### src/rtl/op_sel_stage_if.sv
// op_sel_stage_if: request, forwarding and result bundle for op_sel_stage.
// master = upstream/ALU side, slave = the operand-select stage.
interface op_sel_stage_if #(
   parameter int XLEN  = 32,
   parameter int IMM_W = 16,
   parameter int SA_W  = 5,
   parameter int RN_W  = 5
);
   logic             in_valid;
   logic             in_ready;
   logic [2:0]       src_sel;
   logic [RN_W-1:0]  rs_num;
   logic [RN_W-1:0]  rt_num;
   logic [XLEN-1:0]  rs_val;
   logic [XLEN-1:0]  rt_val;
   logic [SA_W-1:0]  sa;
   logic [IMM_W-1:0] imm;
   logic             fwd_ex_valid;
   logic [RN_W-1:0]  fwd_ex_num;
   logic [XLEN-1:0]  fwd_ex_data;
   logic             fwd_mem_valid;
   logic [RN_W-1:0]  fwd_mem_num;
   logic [XLEN-1:0]  fwd_mem_data;
   logic             out_valid;
   logic             out_ready;
   logic [XLEN-1:0]  op1;
   logic [XLEN-1:0]  op2;
   logic             out_illegal;

   modport master (
      output in_valid, src_sel, rs_num, rt_num,
      output rs_val, rt_val, sa, imm,
      output fwd_ex_valid, fwd_ex_num, fwd_ex_data,
      output fwd_mem_valid, fwd_mem_num, fwd_mem_data,
      output out_ready,
      input  in_ready, out_valid, op1, op2, out_illegal
   );

   modport slave (
      input  in_valid, src_sel, rs_num, rt_num,
      input  rs_val, rt_val, sa, imm,
      input  fwd_ex_valid, fwd_ex_num, fwd_ex_data,
      input  fwd_mem_valid, fwd_mem_num, fwd_mem_data,
      input  out_ready,
      output in_ready, out_valid, op1, op2, out_illegal
   );
endinterface

### src/rtl/op_sel_stage.sv
// op_sel_stage: resolves ALU op1/op2 and registers them via a 2-entry
// elastic buffer. Macro OP_SEL_FWD_EN enables EX/MEM forwarding.
module op_sel_stage #(
   parameter int XLEN  = 32,
   parameter int IMM_W = 16,
   parameter int SA_W  = 5,
   parameter int RN_W  = 5
) (
   input  logic clk,
   input  logic rstn,
   op_sel_stage_if.slave bus
);

   if (XLEN < 2*IMM_W) begin : g_chk_imm
      $error("op_sel_stage: XLEN must be >= 2*IMM_W");
   end
   if (SA_W >= XLEN) begin : g_chk_sa
      $error("op_sel_stage: SA_W must be < XLEN");
   end

   logic [XLEN-1:0] w_rs;
   logic [XLEN-1:0] w_rt;
   logic [XLEN-1:0] w_op2;
   logic [XLEN-1:0] w_imm_z;
   logic            w_ill;
   logic            w_acc;
   logic            w_free;

   logic            r_out_valid;
   logic [XLEN-1:0] r_op1;
   logic [XLEN-1:0] r_op2;
   logic            r_ill;
   logic            r_sk_full;
   logic [XLEN-1:0] r_sk_op1;
   logic [XLEN-1:0] r_sk_op2;
   logic            r_sk_ill;

`ifdef OP_SEL_FWD_EN
   logic w_rs_ex;
   logic w_rs_mem;
   logic w_rt_ex;
   logic w_rt_mem;

   // r0 is hardwired, so it never takes a forwarded value
   assign w_rs_ex  = (bus.rs_num != '0) &&
                     bus.fwd_ex_valid &&
                     (bus.fwd_ex_num == bus.rs_num);
   assign w_rs_mem = (bus.rs_num != '0) &&
                     bus.fwd_mem_valid &&
                     (bus.fwd_mem_num == bus.rs_num);
   assign w_rt_ex  = (bus.rt_num != '0) &&
                     bus.fwd_ex_valid &&
                     (bus.fwd_ex_num == bus.rt_num);
   assign w_rt_mem = (bus.rt_num != '0) &&
                     bus.fwd_mem_valid &&
                     (bus.fwd_mem_num == bus.rt_num);

   always_comb begin
      w_rs = bus.rs_val;
      w_rt = bus.rt_val;
      if (w_rs_ex)
         w_rs = bus.fwd_ex_data;
      else if (w_rs_mem)
         w_rs = bus.fwd_mem_data;
      if (w_rt_ex)
         w_rt = bus.fwd_ex_data;
      else if (w_rt_mem)
         w_rt = bus.fwd_mem_data;
   end
`else
   logic w_unused_fwd;

   assign w_rs = bus.rs_val;
   assign w_rt = bus.rt_val;
   assign w_unused_fwd = ^{bus.rs_num, bus.rt_num,
                           bus.fwd_ex_valid, bus.fwd_ex_num,
                           bus.fwd_ex_data, bus.fwd_mem_valid,
                           bus.fwd_mem_num, bus.fwd_mem_data};
`endif

   assign w_imm_z = {{(XLEN-IMM_W){1'b0}}, bus.imm};

   always_comb begin
      w_op2 = '0;
      w_ill = 1'b0;
      unique case (bus.src_sel)
         3'b000: w_op2 = w_rt;
         3'b001: w_op2 = {{(XLEN-SA_W){1'b0}}, bus.sa};
         3'b010: w_op2 = {{(XLEN-IMM_W){bus.imm[IMM_W-1]}},
                          bus.imm};
         3'b011: w_op2 = w_imm_z;
         3'b100: w_op2 = w_imm_z << IMM_W;
         default: w_ill = 1'b1;
      endcase
   end

   assign w_free = !r_out_valid || bus.out_ready;
   assign w_acc  = bus.in_valid && !r_sk_full;

   // skid only fills while the output is held, so order is preserved
   always_ff @(posedge clk or negedge rstn) begin
      if (!rstn) begin
         r_out_valid <= 1'b0;
         r_op1       <= '0;
         r_op2       <= '0;
         r_ill       <= 1'b0;
         r_sk_full   <= 1'b0;
         r_sk_op1    <= '0;
         r_sk_op2    <= '0;
         r_sk_ill    <= 1'b0;
      end else if (w_free) begin
         if (r_sk_full) begin
            r_out_valid <= 1'b1;
            r_op1       <= r_sk_op1;
            r_op2       <= r_sk_op2;
            r_ill       <= r_sk_ill;
            r_sk_full   <= 1'b0;
         end else if (w_acc) begin
            r_out_valid <= 1'b1;
            r_op1       <= w_rs;
            r_op2       <= w_op2;
            r_ill       <= w_ill;
         end else begin
            r_out_valid <= 1'b0;
         end
      end else if (w_acc) begin
         r_sk_full <= 1'b1;
         r_sk_op1  <= w_rs;
         r_sk_op2  <= w_op2;
         r_sk_ill  <= w_ill;
      end
   end

   assign bus.in_ready    = !r_sk_full;
   assign bus.out_valid   = r_out_valid;
   assign bus.op1         = r_op1;
   assign bus.op2         = r_op2;
   assign bus.out_illegal = r_ill;

endmodule

### src/flat_wrapper.sv
// flat-port wrapper written by rule: the top's interface ports become plain ports
module op_sel_stage_flat 
#(
   parameter int XLEN  = 32,
   parameter int IMM_W = 16,
   parameter int SA_W  = 5,
   parameter int RN_W  = 5
)
  (clk, rstn, bus_in_valid, bus_src_sel, bus_rs_num, bus_rt_num, bus_rs_val, bus_rt_val, bus_sa, bus_imm, bus_fwd_ex_valid, bus_fwd_ex_num, bus_fwd_ex_data, bus_fwd_mem_valid, bus_fwd_mem_num, bus_fwd_mem_data, bus_out_ready, bus_in_ready, bus_out_valid, bus_op1, bus_op2, bus_out_illegal);
  op_sel_stage_if #(.XLEN(XLEN), .IMM_W(IMM_W), .SA_W(SA_W), .RN_W(RN_W)) bus_i ();
  input  logic clk;
  input  logic rstn;
  input wire logic [$bits(bus_i.in_valid)-1:0] bus_in_valid;
  input wire logic [$bits(bus_i.src_sel)-1:0] bus_src_sel;
  input wire logic [$bits(bus_i.rs_num)-1:0] bus_rs_num;
  input wire logic [$bits(bus_i.rt_num)-1:0] bus_rt_num;
  input wire logic [$bits(bus_i.rs_val)-1:0] bus_rs_val;
  input wire logic [$bits(bus_i.rt_val)-1:0] bus_rt_val;
  input wire logic [$bits(bus_i.sa)-1:0] bus_sa;
  input wire logic [$bits(bus_i.imm)-1:0] bus_imm;
  input wire logic [$bits(bus_i.fwd_ex_valid)-1:0] bus_fwd_ex_valid;
  input wire logic [$bits(bus_i.fwd_ex_num)-1:0] bus_fwd_ex_num;
  input wire logic [$bits(bus_i.fwd_ex_data)-1:0] bus_fwd_ex_data;
  input wire logic [$bits(bus_i.fwd_mem_valid)-1:0] bus_fwd_mem_valid;
  input wire logic [$bits(bus_i.fwd_mem_num)-1:0] bus_fwd_mem_num;
  input wire logic [$bits(bus_i.fwd_mem_data)-1:0] bus_fwd_mem_data;
  input wire logic [$bits(bus_i.out_ready)-1:0] bus_out_ready;
  output wire logic [$bits(bus_i.in_ready)-1:0] bus_in_ready;
  output wire logic [$bits(bus_i.out_valid)-1:0] bus_out_valid;
  output wire logic [$bits(bus_i.op1)-1:0] bus_op1;
  output wire logic [$bits(bus_i.op2)-1:0] bus_op2;
  output wire logic [$bits(bus_i.out_illegal)-1:0] bus_out_illegal;
  assign bus_i.in_valid = bus_in_valid;
  assign bus_i.src_sel = bus_src_sel;
  assign bus_i.rs_num = bus_rs_num;
  assign bus_i.rt_num = bus_rt_num;
  assign bus_i.rs_val = bus_rs_val;
  assign bus_i.rt_val = bus_rt_val;
  assign bus_i.sa = bus_sa;
  assign bus_i.imm = bus_imm;
  assign bus_i.fwd_ex_valid = bus_fwd_ex_valid;
  assign bus_i.fwd_ex_num = bus_fwd_ex_num;
  assign bus_i.fwd_ex_data = bus_fwd_ex_data;
  assign bus_i.fwd_mem_valid = bus_fwd_mem_valid;
  assign bus_i.fwd_mem_num = bus_fwd_mem_num;
  assign bus_i.fwd_mem_data = bus_fwd_mem_data;
  assign bus_i.out_ready = bus_out_ready;
  assign bus_in_ready = bus_i.in_ready;
  assign bus_out_valid = bus_i.out_valid;
  assign bus_op1 = bus_i.op1;
  assign bus_op2 = bus_i.op2;
  assign bus_out_illegal = bus_i.out_illegal;
  op_sel_stage #(.XLEN(XLEN), .IMM_W(IMM_W), .SA_W(SA_W), .RN_W(RN_W)) u_core (.clk(clk), .rstn(rstn), .bus(bus_i));
endmodule
### config.mk
export PLATFORM = sky130hd
export DESIGN_NAME = op_sel_stage_flat
export DESIGN_NICKNAME = d
export VERILOG_FILES = /design/src/rtl/op_sel_stage_if.sv /design/src/rtl/op_sel_stage.sv /design/src/flat_wrapper.sv
export SDC_FILE = /design/constraint.sdc
export NUM_CORES = 1
export LEC_CHECK = 0
export BUFFER_PORTS_ARGS = -buffer_cell sky130_fd_sc_hd__buf_2
export CAP_MARGIN = 0
export CELL_PAD_IN_SITES_DETAIL_PLACEMENT = 0
export CELL_PAD_IN_SITES_GLOBAL_PLACEMENT = 1
export CORE_ASPECT_RATIO = 0.9
export CORE_UTILIZATION = 40
export DETAILED_ROUTE_END_ITERATION = 10
export PLACE_DENSITY = 0.84
export SLEW_MARGIN = 20
export SYNTH_ARGS = -nofsm -noshare
export SYNTH_HDL_FRONTEND = slang
export SYNTH_SLANG_ARGS = --single-unit
### constraint.sdc
create_clock -name clk -period 2.3 [get_ports clk]
set_clock_uncertainty 0.05 [all_clocks]
set_input_delay 0.115 -clock clk [delete_from_list [all_inputs] [get_ports clk]]
set_output_delay 0.115 -clock clk [all_outputs]
set_load 0.02 [all_outputs]
== After elaboration in Yosys (flattened, before gate mapping) ==
Index checks and enable logic that the tools add are counted.
Operators by class
  equality and inequality tests: 4
  multiplexer cells: 12
  bitwise logic cells: 1
  reductions and logical operators: 10
Operator list (count)
  one-hot mux 32 bit (5 select lines): 1
  two-way mux 32 bit: 4
  two-way mux 1 bit: 7
  == test 3 x 2 -> 1 bit, second input constant: 2
  OR reduction 5 bit: 1
  AND reduction 2 bit: 2
  nonzero test 2 bit: 2
  == test 3 x 1 -> 1 bit, second input constant: 1
  == test 3 bit, second input constant: 1
  logical NOT 3 bit: 1
  logical NOT 1 bit: 2
  logical AND 1 bit: 1
  logical OR 1 bit: 1
  inverter 1 bit: 1
Storage, ports and cells
  bits in registers: 132
  input bits: 178
  output and inout bits: 67
  word-level logic and storage cells: 35

== Depth between registers and ports, before layout ==
  depth after elaboration: 5
  mapped depth: 6

== Worst setup path after synthesis ==
No wires, ideal clock.
  path type: reg-to-reg
  from: register u_core.r_out_valid, in the netlist u_core.bus.out_valid
  to: register u_core.r_ill, in the netlist u_core.bus.out_illegal
  arrival: 1383 ps
  required time: 2125 ps
  path slack: 743 ps
  cell stages (with the launch flop): 5
  path buffers: 1
  period minus slack after synthesis: 1557 ps
  path through: dfrtp_1 -> nor2b_1 -> buf_2 -> nor2_2 -> mux2_2
On the way
  cells in the longest elaborated chain, start to end: 3
Ends and longest elaborated chain
  start: declaration: RTL line op_sel_stage.sv:29  | logic r_out_valid;
  start signal: assignment: RTL line op_sel_stage.sv:103  | r_out_valid <= 1'b0;
  start signal: assignment: RTL line op_sel_stage.sv:113  | r_out_valid <= 1'b1;
  start signal: assignment: RTL line op_sel_stage.sv:119  | r_out_valid <= 1'b1;
  logical NOT 1 bit: RTL line op_sel_stage.sv:97  | assign w_free = !r_out_valid || bus.out_ready;
  logical OR 1 bit: RTL line op_sel_stage.sv:97
  AND reduction 2 bit (no line)
  end signal: assignment: RTL line op_sel_stage.sv:116  | r_ill <= r_sk_ill;
  end signal: assignment: RTL line op_sel_stage.sv:122  | r_ill <= w_ill;
  end: declaration: RTL line op_sel_stage.sv:32  | logic r_ill;
No other way between the ends.
A chain may end at the register's enable or synchronous reset.

== Worst setup path after layout ==
  from: register u_core.r_sk_full
  to: register u_core.r_op1[9], in the netlist u_core.bus.op1[9]
On the way
  cells in the longest elaborated chain, start to end: 4
  elaborated cells between the ends (all ways): 5
  those cells by class: mux: 1; reduce/logical: 4
Ends and longest elaborated chain
  start: declaration: RTL line op_sel_stage.sv:33  | logic r_sk_full;
  start signal: assignment: RTL line op_sel_stage.sv:107  | r_sk_full <= 1'b0;
  start signal: assignment: RTL line op_sel_stage.sv:117  | r_sk_full <= 1'b0;
  start signal: assignment: RTL line op_sel_stage.sv:127  | r_sk_full <= 1'b1;
  logical NOT 1 bit: RTL line op_sel_stage.sv:98  | assign w_acc = bus.in_valid && !r_sk_full;
  logical AND 1 bit: RTL line op_sel_stage.sv:98
  nonzero test 2 bit (no line)
  AND reduction 2 bit (no line)
  end signal: assignment: RTL line op_sel_stage.sv:114  | r_op1 <= r_sk_op1;
  end signal: assignment: RTL line op_sel_stage.sv:120  | r_op1 <= w_rs;
  end: declaration: RTL line op_sel_stage.sv:30  | logic [XLEN-1:0] r_op1;
Parallel ways exist; a longest one is shown, timed or not.

==> reports/qor.yml <==
crit_chain: "buf_4 > buf_4 > mux2i_1 > o21ai_0"
reg2regPathDepth: 4
cts_tree: "yes"
ant_nets: 0
globalplace.congestion: 0.8291
die_area_um2: 16060
via_per_inst: 5.631
synth_edf_count: 0
netlist_top_cells_count: "dfrtp_1, o21ai_0, mux2_2, mux2i_1, nand2_1"
multi_input_comb_area_um2: 2661
clock-sinks: 132
cp-end-kind: "register"
wl_per_cell_um: 18.49
synth-async-reset-ratio_pct: 100.0
worst_pin_slew_ns: 0.8922
drc: 0
synth_cell_types: 35
antenna_found_initial: 0
n_antenna_cell: 0
synth.avg_cell_area_um2: 11.05
synth-seq-cells: 132
dr_total_vias: 5338
cp_slowest_stage_delay_ns: 0.56
holdCritStartpoint: "bus_rt_val[15]"
synth_nets: 741
power.density_nw_per_um2: 909.1
yosysTopAreaCellShare_pct: 53.10
post_cts_resized: 0
worstSetupPathType: "register to register"
setup_viol: 0
hold_path_end: "u_core.r_sk_op2[15]"
grt_pass1_vias: 5468
fp.dieW_um: 133.5
finalMaxSlewViolations: 0
worstReg2RegStart: "u_core.r_sk_full"
power.leakage_nw: 3.665
hp-class: "primary input to register"
drt_iter0_markers: 354
synth.area.top_cells: "dfrtp_1, o21ai_0, mux2_2"
track_usage_pct: 22.67
rsz0062_at_grt: "false"
crit_arrival_ns: 2.19
synth_ff_type: "dfrtp_1"
nets: 915
ios: 245
insertion_delay_ns: 0.41
status: "completed"
synth_area_um2: 6221
cts_buffers: 17
grt_pass1_wl_mm: 28.27
tns_ns: 0
fin_crit_sh_pct: 85.59
routed_wl_mm: 17.53
die_h_um: 120.3
start_util_pct: 41.68
htree_levels: 4
path_clk_slew_ns: 0.06
yosysMostFrequentCell: "dfrtp_1"
rows: 42
r2r_setup_slack_ns: 0.33
cp_max_fo: 25
critPathLaunchType: "register"
ys_warn_count: 0
fillers: 1297
cap_violations: 0
io_buffers: 158
syn_to_final_growth_pct: 30.13
ys_seq_area_share_pct: 53.10
core_area_um2: 14920
finalCriticalPeriod_ns: 1.969
gr-total-overflow: 0
root_buffer: "clkbuf_16"
crit_required_ns: 2.52
holdPathStages: 3
relSlewSlack_pct: 40.30
fmax_mhz: 508.0
register_area_um2: 3307
power.total_mw: 7.360
drive_gt1_share_pct: 34.40
yosys.area.top_type: "dfrtp_1"
slowest_stage: "dfrtp_4"
crit_top_cell: "buf_4"
hold_violations: 0
clockBufferDepth: 2
grt_start_max_net_pins: 57
dp_hpwl_mm: 11.62
dr.pass1.iters: 5
synthCells: 563
reg2reg_to: "u_core.bus.op1[9]"
vdd_drop_max_mv: 0.6150
[sequential cells by signal, summed over array words and instances (netlist names)]
register                count
u_core.bus.out_valid        1
u_core.r_sk_ill             1
u_core.r_sk_full            1
u_core.bus.op2             32
u_core.r_sk_op1            32
u_core.bus.out_illegal      1
u_core.r_sk_op2            32
u_core.bus.op1             32
[report_power, final]
group          internal (mW)  switching, mW
Clock                   1.79          0.978
Sequential              2.76          0.248
Combinational          0.651          0.933
Total                   5.20           2.16
[what timing repair did]
item	CTS	global route
hold endpoints to repair	117	0
buffers inserted	0	0
hold buffers	33	0
setup endpoints to repair	0	0
[metal layers]
layer | vias up | routed length, um | global-route usage (%)
li1 | 2446 | - | -
met4 | 0 | 245 | 6.818
met3 | 21 | 1234 | 7.463
met2 | 195 | 8737 | 38.15
met5 | - | 0 | 0
met1 | 2676 | 7316 | 27.61
[stage by stage]
stage | utilization (%) | cell area [um2] | setup WS [ns] | std cells | hold slack [ns]
after floorplan | - | 6221 | 0.7426 | 563 | -0.2306
after global placement | 47.98 | 7161 | 0.4457 | 883 | 0.05631
after detailed placement | 47.98 | 7161 | 0.3682 | 883 | 0.06189
after CTS | 54.24 | 8095 | 0.3609 | 948 | 0.01542
after global routing | 54.24 | 8095 | 0.2348 | 948 | 0.02692
final | 54.24 | 8095 | 0.3313 | 948 | 0.03013
[worst max-delay path: cells and delay by family (launching register included)]
family,cells,cell delay [ns]
compound gates,1,0.12
buf+inv,2,0.77
flops,1,0.56
mux,1,0.32
[placed cells by master (no fill, tap or decap), types with 15 or more instances in the layout]
| cell type | instances |
|---|---|
| buf_2 | 157 |
| buf_4 | 16 |
| clkbuf_16 | 17 |
| dfrtp_1 | 131 |
| dlygate4sd3_1 | 33 |
| mux2_2 | 43 |
| mux2i_1 | 43 |
| nand2_1 | 40 |
| nor2_1 | 15 |
| o211ai_1 | 15 |
| o21ai_0 | 111 |
[layout make-up]
class	count	share of cell area [%]
Tap cell	198	3.060
Multi-Input combinational cell	376	32.87
Inverter	2	0.09274
Clock buffer	23	5.904
Clock inverter	9	1.561
Sequential cell	132	40.85
Timing Repair Buffer	208	15.66
[cell families after synthesis]
kind of cell	Yosys count	synth area share (%)
buf+inv	55	4.626
simple gates	77	5.813
compound gates	213	21.76
mux	86	14.70
flops	132	53.10
[worst max path at each step]
stage / startpoint / to / slack, ns / cells past startpoint
final: u_core.r_sk_full / u_core.bus.op1[9] / 0.33 / 4
after global routing: u_core.r_sk_full / u_core.bus.op1[9] / 0.23 / 4
after CTS: u_core.r_sk_full / u_core.bus.op2[14] / 0.36 / 3
after detailed placement: u_core.r_sk_full / u_core.bus.op2[14] / 0.37 / 3
after global placement: u_core.r_sk_full / u_core.bus.op2[6] / 0.45 / 3
after floorplan: u_core.bus.out_valid / u_core.bus.out_illegal / 0.74 / 4
(Power assumes the default switching activity.)
